`config.mk`:
```
export PLATFORM = sky130hd
export DESIGN_NAME = riscv_wb_stage
export DESIGN_NICKNAME = d
export VERILOG_FILES = /design/src/rtl/riscv_wb_stage_pkg.sv /design/src/rtl/riscv_load_align.sv /design/src/rtl/riscv_wb_stage.sv
export SDC_FILE = /design/constraint.sdc
export NUM_CORES = 1
export LEC_CHECK = 0
export ABC_AREA = 1
export ABC_CLOCK_PERIOD_IN_PS = 1900
export CELL_PAD_IN_SITES_DETAIL_PLACEMENT = 2
export CELL_PAD_IN_SITES_GLOBAL_PLACEMENT = 2
export CORE_ASPECT_RATIO = 0.5
export CORE_MARGIN = 5
export CORE_UTILIZATION = 23
export DETAILED_ROUTE_END_ITERATION = 12
export MAX_ROUTING_LAYER = met4
export PLACE_DENSITY_LB_ADDON = 0.15
export SYNTH_ARGS = -nofsm -noshare
export SYNTH_HDL_FRONTEND = slang
export SYNTH_HIERARCHICAL = 1
export SYNTH_SLANG_ARGS = --single-unit
```
`constraint.sdc`:
```
create_clock -name clk -period 1.9 [get_ports clk]
set_input_delay 0.285 -clock clk [delete_from_list [all_inputs] [get_ports clk]]
set_output_delay 0.285 -clock clk [all_outputs]
set_load 0.05 [all_outputs]
```
`src/rtl/riscv_wb_stage_pkg.sv`:
```
// Shared definitions for the writeback stage and the load aligner:
// load size encodings and the writeback state type.
package riscv_defines;

  localparam logic [1:0] LOAD_WORD = 2'b00;
  localparam logic [1:0] LOAD_HALF = 2'b01;
  localparam logic [1:0] LOAD_BYTE = 2'b10;

  typedef enum logic {
    WB_IDLE      = 1'b0,
    WB_WAIT_LOAD = 1'b1
  } wb_state_t;

endpackage

```
`src/rtl/riscv_load_align.sv`:
```
// Combinational load aligner: picks the addressed half/byte lane out of a raw
// aligned load word and sign- or zero-extends it to 32 bits. The reserved
// size encoding behaves like a word load. Kept standalone so the LSU can
// reuse it.
module riscv_load_align
  import riscv_defines::*;
(
  input  logic [31:0] rdata,
  input  logic [1:0]  load_type,
  input  logic        sign_ext,
  input  logic [1:0]  addr_lsb,
  output logic [31:0] result
);

  logic [15:0] half_lane;
  logic [7:0]  byte_lane;

  // Lane selection followed by extension to the full register width
  always_comb begin
    half_lane = addr_lsb[1] ? rdata[31:16] : rdata[15:0];
    case (addr_lsb)
      2'd0:    byte_lane = rdata[7:0];
      2'd1:    byte_lane = rdata[15:8];
      2'd2:    byte_lane = rdata[23:16];
      default: byte_lane = rdata[31:24];
    endcase
    case (load_type)
      LOAD_WORD: result = rdata;
      LOAD_HALF: result = {{16{sign_ext & half_lane[15]}}, half_lane};
      LOAD_BYTE: result = {{24{sign_ext & byte_lane[7]}}, byte_lane};
      default:   result = rdata;
    endcase
  end

endmodule

```
`src/rtl/riscv_wb_stage.sv`:
```
// RISC-V writeback stage. Non-load results are registered and written one
// cycle after acceptance; loads park in WB_WAIT_LOAD until the LSU responds,
// at which point the aligned data is written in the same cycle. A load that
// sees no response for LOAD_TIMEOUT cycles is dropped and load_err_o pulses.
// Optional macro DIFT_WB_EN adds a one-bit taint tag travelling with the data.
module riscv_wb_stage
  import riscv_defines::*;
#(
  parameter int LOAD_TIMEOUT = 64,
  parameter int CNT_WIDTH    = 7
) (
  input  logic        clk,
  input  logic        rst,
  input  logic        ex_valid_i,
  output logic        wb_ready_o,
  input  logic        regfile_we_i,
  input  logic [4:0]  regfile_waddr_i,
  input  logic [31:0] regfile_wdata_i,
  input  logic        is_load_i,
  input  logic [1:0]  load_type_i,
  input  logic        load_sign_ext_i,
  input  logic [1:0]  load_addr_lsb_i,
  input  logic        lsu_rvalid_i,
  input  logic [31:0] lsu_rdata_i,
`ifdef DIFT_WB_EN
  input  logic        regfile_wdata_i_tag,
  input  logic        lsu_rdata_i_tag,
  output logic        regfile_wdata_o_tag,
`endif
  output logic        regfile_we_o,
  output logic [4:0]  regfile_waddr_o,
  output logic [31:0] regfile_wdata_o,
  output logic        load_err_o
);

  wb_state_t            state_q;
  logic [CNT_WIDTH-1:0] cnt_q;

  logic        ld_we_q;
  logic [4:0]  ld_waddr_q;
  logic [1:0]  ld_type_q;
  logic        ld_sext_q;
  logic [1:0]  ld_lsb_q;

  logic        nl_we_q;
  logic [4:0]  nl_waddr_q;
  logic [31:0] nl_wdata_q;
  logic        err_q;

  logic        in_wait;
  logic        load_done;
  logic        timeout;
  logic        accept;
  logic [31:0] load_data;

`ifdef DIFT_WB_EN
  logic        nl_tag_q;
`endif

  assign in_wait    = (state_q == WB_WAIT_LOAD);
  assign load_done  = in_wait & lsu_rvalid_i;
  assign timeout    = in_wait & ~lsu_rvalid_i &
                      (cnt_q == CNT_WIDTH'(LOAD_TIMEOUT - 1));
  assign wb_ready_o = ~in_wait | lsu_rvalid_i;
  assign accept     = ex_valid_i & wb_ready_o;
  assign load_err_o = err_q;

  riscv_load_align u_align (
    .rdata     (lsu_rdata_i),
    .load_type (ld_type_q),
    .sign_ext  (ld_sext_q),
    .addr_lsb  (ld_lsb_q),
    .result    (load_data)
  );

  // Load tracking: enter WAIT_LOAD on a load accept, leave on response or timeout
  always_ff @(posedge clk) begin
    if (rst) begin
      state_q    <= WB_IDLE;
      cnt_q      <= '0;
      ld_we_q    <= 1'b0;
      ld_waddr_q <= '0;
      ld_type_q  <= LOAD_WORD;
      ld_sext_q  <= 1'b0;
      ld_lsb_q   <= '0;
    end else if (accept & is_load_i) begin
      state_q    <= WB_WAIT_LOAD;
      cnt_q      <= '0;
      ld_we_q    <= regfile_we_i & (regfile_waddr_i != 5'd0);
      ld_waddr_q <= regfile_waddr_i;
      ld_type_q  <= load_type_i;
      ld_sext_q  <= load_sign_ext_i;
      ld_lsb_q   <= load_addr_lsb_i;
    end else if (load_done | timeout) begin
      state_q <= WB_IDLE;
    end else if (in_wait) begin
      cnt_q <= cnt_q + CNT_WIDTH'(1);
    end
  end

  // Non-load results are registered so their write lands exactly one cycle later
  always_ff @(posedge clk) begin
    if (rst) begin
      nl_we_q    <= 1'b0;
      nl_waddr_q <= '0;
      nl_wdata_q <= '0;
    end else begin
      nl_we_q <= accept & ~is_load_i & regfile_we_i & (regfile_waddr_i != 5'd0);
      if (accept & ~is_load_i) begin
        nl_waddr_q <= regfile_waddr_i;
        nl_wdata_q <= regfile_wdata_i;
      end
    end
  end

  // Timeout error is a single-cycle pulse in the cycle after the drop
  always_ff @(posedge clk) begin
    if (rst) err_q <= 1'b0;
    else     err_q <= timeout;
  end

  // Write port mux: aligned load data while waiting, registered result otherwise
  always_comb begin
    if (in_wait) begin
      regfile_we_o    = load_done & ld_we_q & ~rst;
      regfile_waddr_o = ld_waddr_q;
      regfile_wdata_o = load_data;
    end else begin
      regfile_we_o    = nl_we_q;
      regfile_waddr_o = nl_waddr_q;
      regfile_wdata_o = nl_wdata_q;
    end
  end

`ifdef DIFT_WB_EN
  // Non-load tag travels with its registered data; cleared when no non-load retires
  always_ff @(posedge clk) begin
    if (rst) nl_tag_q <= 1'b0;
    else     nl_tag_q <= accept & ~is_load_i & regfile_wdata_i_tag;
  end

  // Load tag comes straight from the LSU response
  always_comb begin
    if (in_wait) regfile_wdata_o_tag = load_done & lsu_rdata_i_tag;
    else         regfile_wdata_o_tag = nl_tag_q;
  end
`endif

endmodule

```
==> impl_metrics.ini <==
[run_status]
outcome = finished with violations
violations = setup timing

[pwr]
vdd_drop_max_mv = 0.386
power_frac_comb_pct = 34.7
p_per_area_mw_per_mm2 = 744
p_leak_nw = 2.43
power_switching_w = 0.00151
power_w = 0.00437
sw_frac_of_total_pct = 34.4
p_int_w = 0.00287
pwr-share-seq_pct = 30.3
clkPwrFrac_pct = 35.0

[setup_path]
crit_required_ns = 1.62
cp.arrival_ns = 1.84
ff2ff_path_depth = 7
path_max_fanout = 8
crit_family = simple AND/OR/NAND/NOR gates
cp_slowest_cell = dfxtp_2
path_buf_inv = 3
crit_type = flip-flop to primary output
cp_num_cells = 11
cpPeakStageDelay_ns = 0.35
path_cells = buf_6, ha_4, inv_4, nor2_2, nand2_2, nand2_4, nand2_4, nand2_1, nand2_1, o21ai_2, buf_6
endpoint_kind = primary output
startpoint_type = flip-flop

[final_layout]
fillers = 1696
nNetsFinal = 754
antennaDiodeCount = 0
drive_above_1_share_pct = 29.9
area_delta_synth_final_pct = 73.8
final_util_pct = 40.7

[timing]
fin_crit_ns = 2.12
fin_ws_ns = -0.220
skew_ns = 0.00665
slew_viol_final = 0
slew_headroom_pct = 66.3
rsz0062_at_grt = yes
finalHoldViolCount = 0
setup_viol = 32
worstMarginPinSlew_ns = 0.504
fmax_ghz = 0.472
min_period_over_period_pct = 112

[cts]
tritoncts = done
ctsHoldBuffers = 0
cts.reportedPaths.clkPinSlew_ns = 0.06
clock-sinks = 58
cts_root_buffer = clkbuf_16
clkLatencyLatePin_ns = 0.33
cts_htree_levels = 3
cts_buffer_depth = 2
cts_buffers = 9

[routing]
dr.pass1.iters = 4
drc_errors = 0
antenna_left = 0
vias = 3937
dr.first_iter.drc_count = 93
wl_per_cell_um = 16.1
wl_um = 14100
routed_via_density = 4.50

[yosys]
ys_ff_latch = 58
syn_inst = 538
ys_types = 29
syn_nets = 621
ys_warn_count = 6
avgSynthCellArea_um2 = 6.28
synth-seq-area-share_pct = 34.3
netlist_area_mm2 = 0.00338

[die]
initial_core_util_pct = 23.4
boundaryPins = 120
core_mm2 = 0.0144
die_w_um = 181
die-area_mm2 = 0.0174
die_y_um = 95.7
row_count = 31

[placed_design]
place_worst_setup_slack_ns = -0.206
numPortBuffers = 119
dp_hpwl_um = 10000
gp_congestion = 0.792

[grt]
antenna_found_initial = 0
grt_overflow = 0
grt_max_degree = 54
grt_pass1_wl_um = 22500
first_global_vias = 4313
track_usage_pct = 16.7

[flow_run]
max-cap-violations = 0

[worst_hold_path]
holdPathStages = 2
hp-class = flip-flop to flip-flop
==> routing by layer <==
| metal | GRT usage (%) | vias up | wire length, um | share of wire (%) |
|---|---|---|---|---|
| met5 | - | - | 0 | 0 |
| met4 | 3.31 | 0 | 74 | 0.53 |
| met3 | 3.10 | 7 | 322 | 2.3 |
| met2 | 29.5 | 52 | 7100 | 51 |
| met1 | 20.4 | 1884 | 6560 | 47 |
| li1 | - | 1994 | - | - |
==> power groups by stage <==
stage / Combinational (W) / Clock, W / Sequential (W)
after floorplan: 0.000728 / 0 / 0.00134
after global placement: 0.00129 / 0 / 0.00134
after detailed placement: 0.00130 / 0 / 0.00135
after CTS: 0.00147 / 0.00160 / 0.00132
after global routing: 0.00163 / 0.00165 / 0.00133
final: 0.00152 / 0.00153 / 0.00132
==> cell usage in the layout, fill, tap and decap left out, types with 10 or more instances in the layout <==
cell type,synthesis,routed
nor2_1,23,14
o21ai_0,74,36
nand2_1,153,133
buf_12,0,21
buf_4,3,16
a21oi_2,10,24
a21oi_1,67,52
inv_1,68,64
dfxtp_1,58,53
clkbuf_16,0,10
o21ai_1,14,21
nand2_2,2,18
o21ai_2,1,32
buf_6,5,30
clkdlybuf4s50_1,0,80
nand3_1,15,12
==> layout make-up <==
type | count | area (um^2) | area share, %
clock buffers | 10 | 239 | 4.07
clock inverters | 6 | 41.3 | 0.703
inverters | 73 | 287 | 4.88
multi-input cells | 377 | 2130 | 36.2
flip-flops and latches | 58 | 1170 | 19.9
well taps | 198 | 248 | 4.22
repair buffers | 152 | 1760 | 30.0
==> synth_stat cells, drive strengths merged <==
master / number / area (um^2)
nand2: 156 / 598
o21ai: 89 / 449
a21oi: 77 / 423
inv: 72 / 273
dfxtp: 58 / 1160
nor2: 25 / 104
nand3: 17 / 95.1
buf: 16 / 119
clkbuf: 15 / 56.3
nor3: 4 / 20.0
ha: 3 / 37.5
a22oi: 1 / 7.51
clkinv: 1 / 3.75
nand3b: 1 / 11.3
o21a: 1 / 7.51
or2: 1 / 6.26
xor2: 1 / 8.76
==> final timing paths <==
check	from	end	slack (ns)
worst max-delay path	ld_type_q[0]	regfile_wdata_o[22]	-0.22
worst max register to register	cnt_q[0]	cnt_q[5]	0.40
worst min-delay path	ld_waddr_q[0]	ld_waddr_q[0]	0.44
worst min register to register	ld_waddr_q[0]	ld_waddr_q[0]	0.44
==> worst reg2reg max path: stages, from the launching register on <==
cell and delay (ns):
dfxtp_1 0.42, ha_1 0.22, nand3_1 0.16, inv_1 0.09, nand2_1 0.08, nand2_1 0.22
nand2_1 0.09, a21oi_1 0.14
==> registers in the layout, indices dropped and copies added (netlist names), 2 cells and up <==
register	cells
ld_waddr_q	5
cnt_q	7
nl_wdata_q	32
ld_type_q	2
ld_lsb_q	2
nl_waddr_q	5
==> logic make-up after synthesis <==
group	Yosys count	synth area share, %
fa+ha+maj	3	1.11
buf+inv	104	13.4
simple gates	204	24.7
compound gates	168	26.2
xor+xnor	1	0.259
flops	58	34.3
==> stage by stage <==
stage	instance area (um^2)	std cells	hold WS, ns	setup TNS (ns)
after floorplan	3450	538	0.354	-2.04
after global placement	5070	851	0.433	-2.98
after detailed placement	5070	851	0.437	-3.67
after CTS	5720	872	0.447	-6.71
after global routing	5880	874	0.482	-9.12
final	5880	874	0.444	-6.11
==> timing repair <==
action,4_1_cts,5_1_grt
gates resized for setup,86,45
cloned,1,2
pin swaps,9,9
setup endpoints to repair,32,34
endpoints found under the hold margin,0,0
buffers inserted,4,1
(Power assumes the default switching activity.)
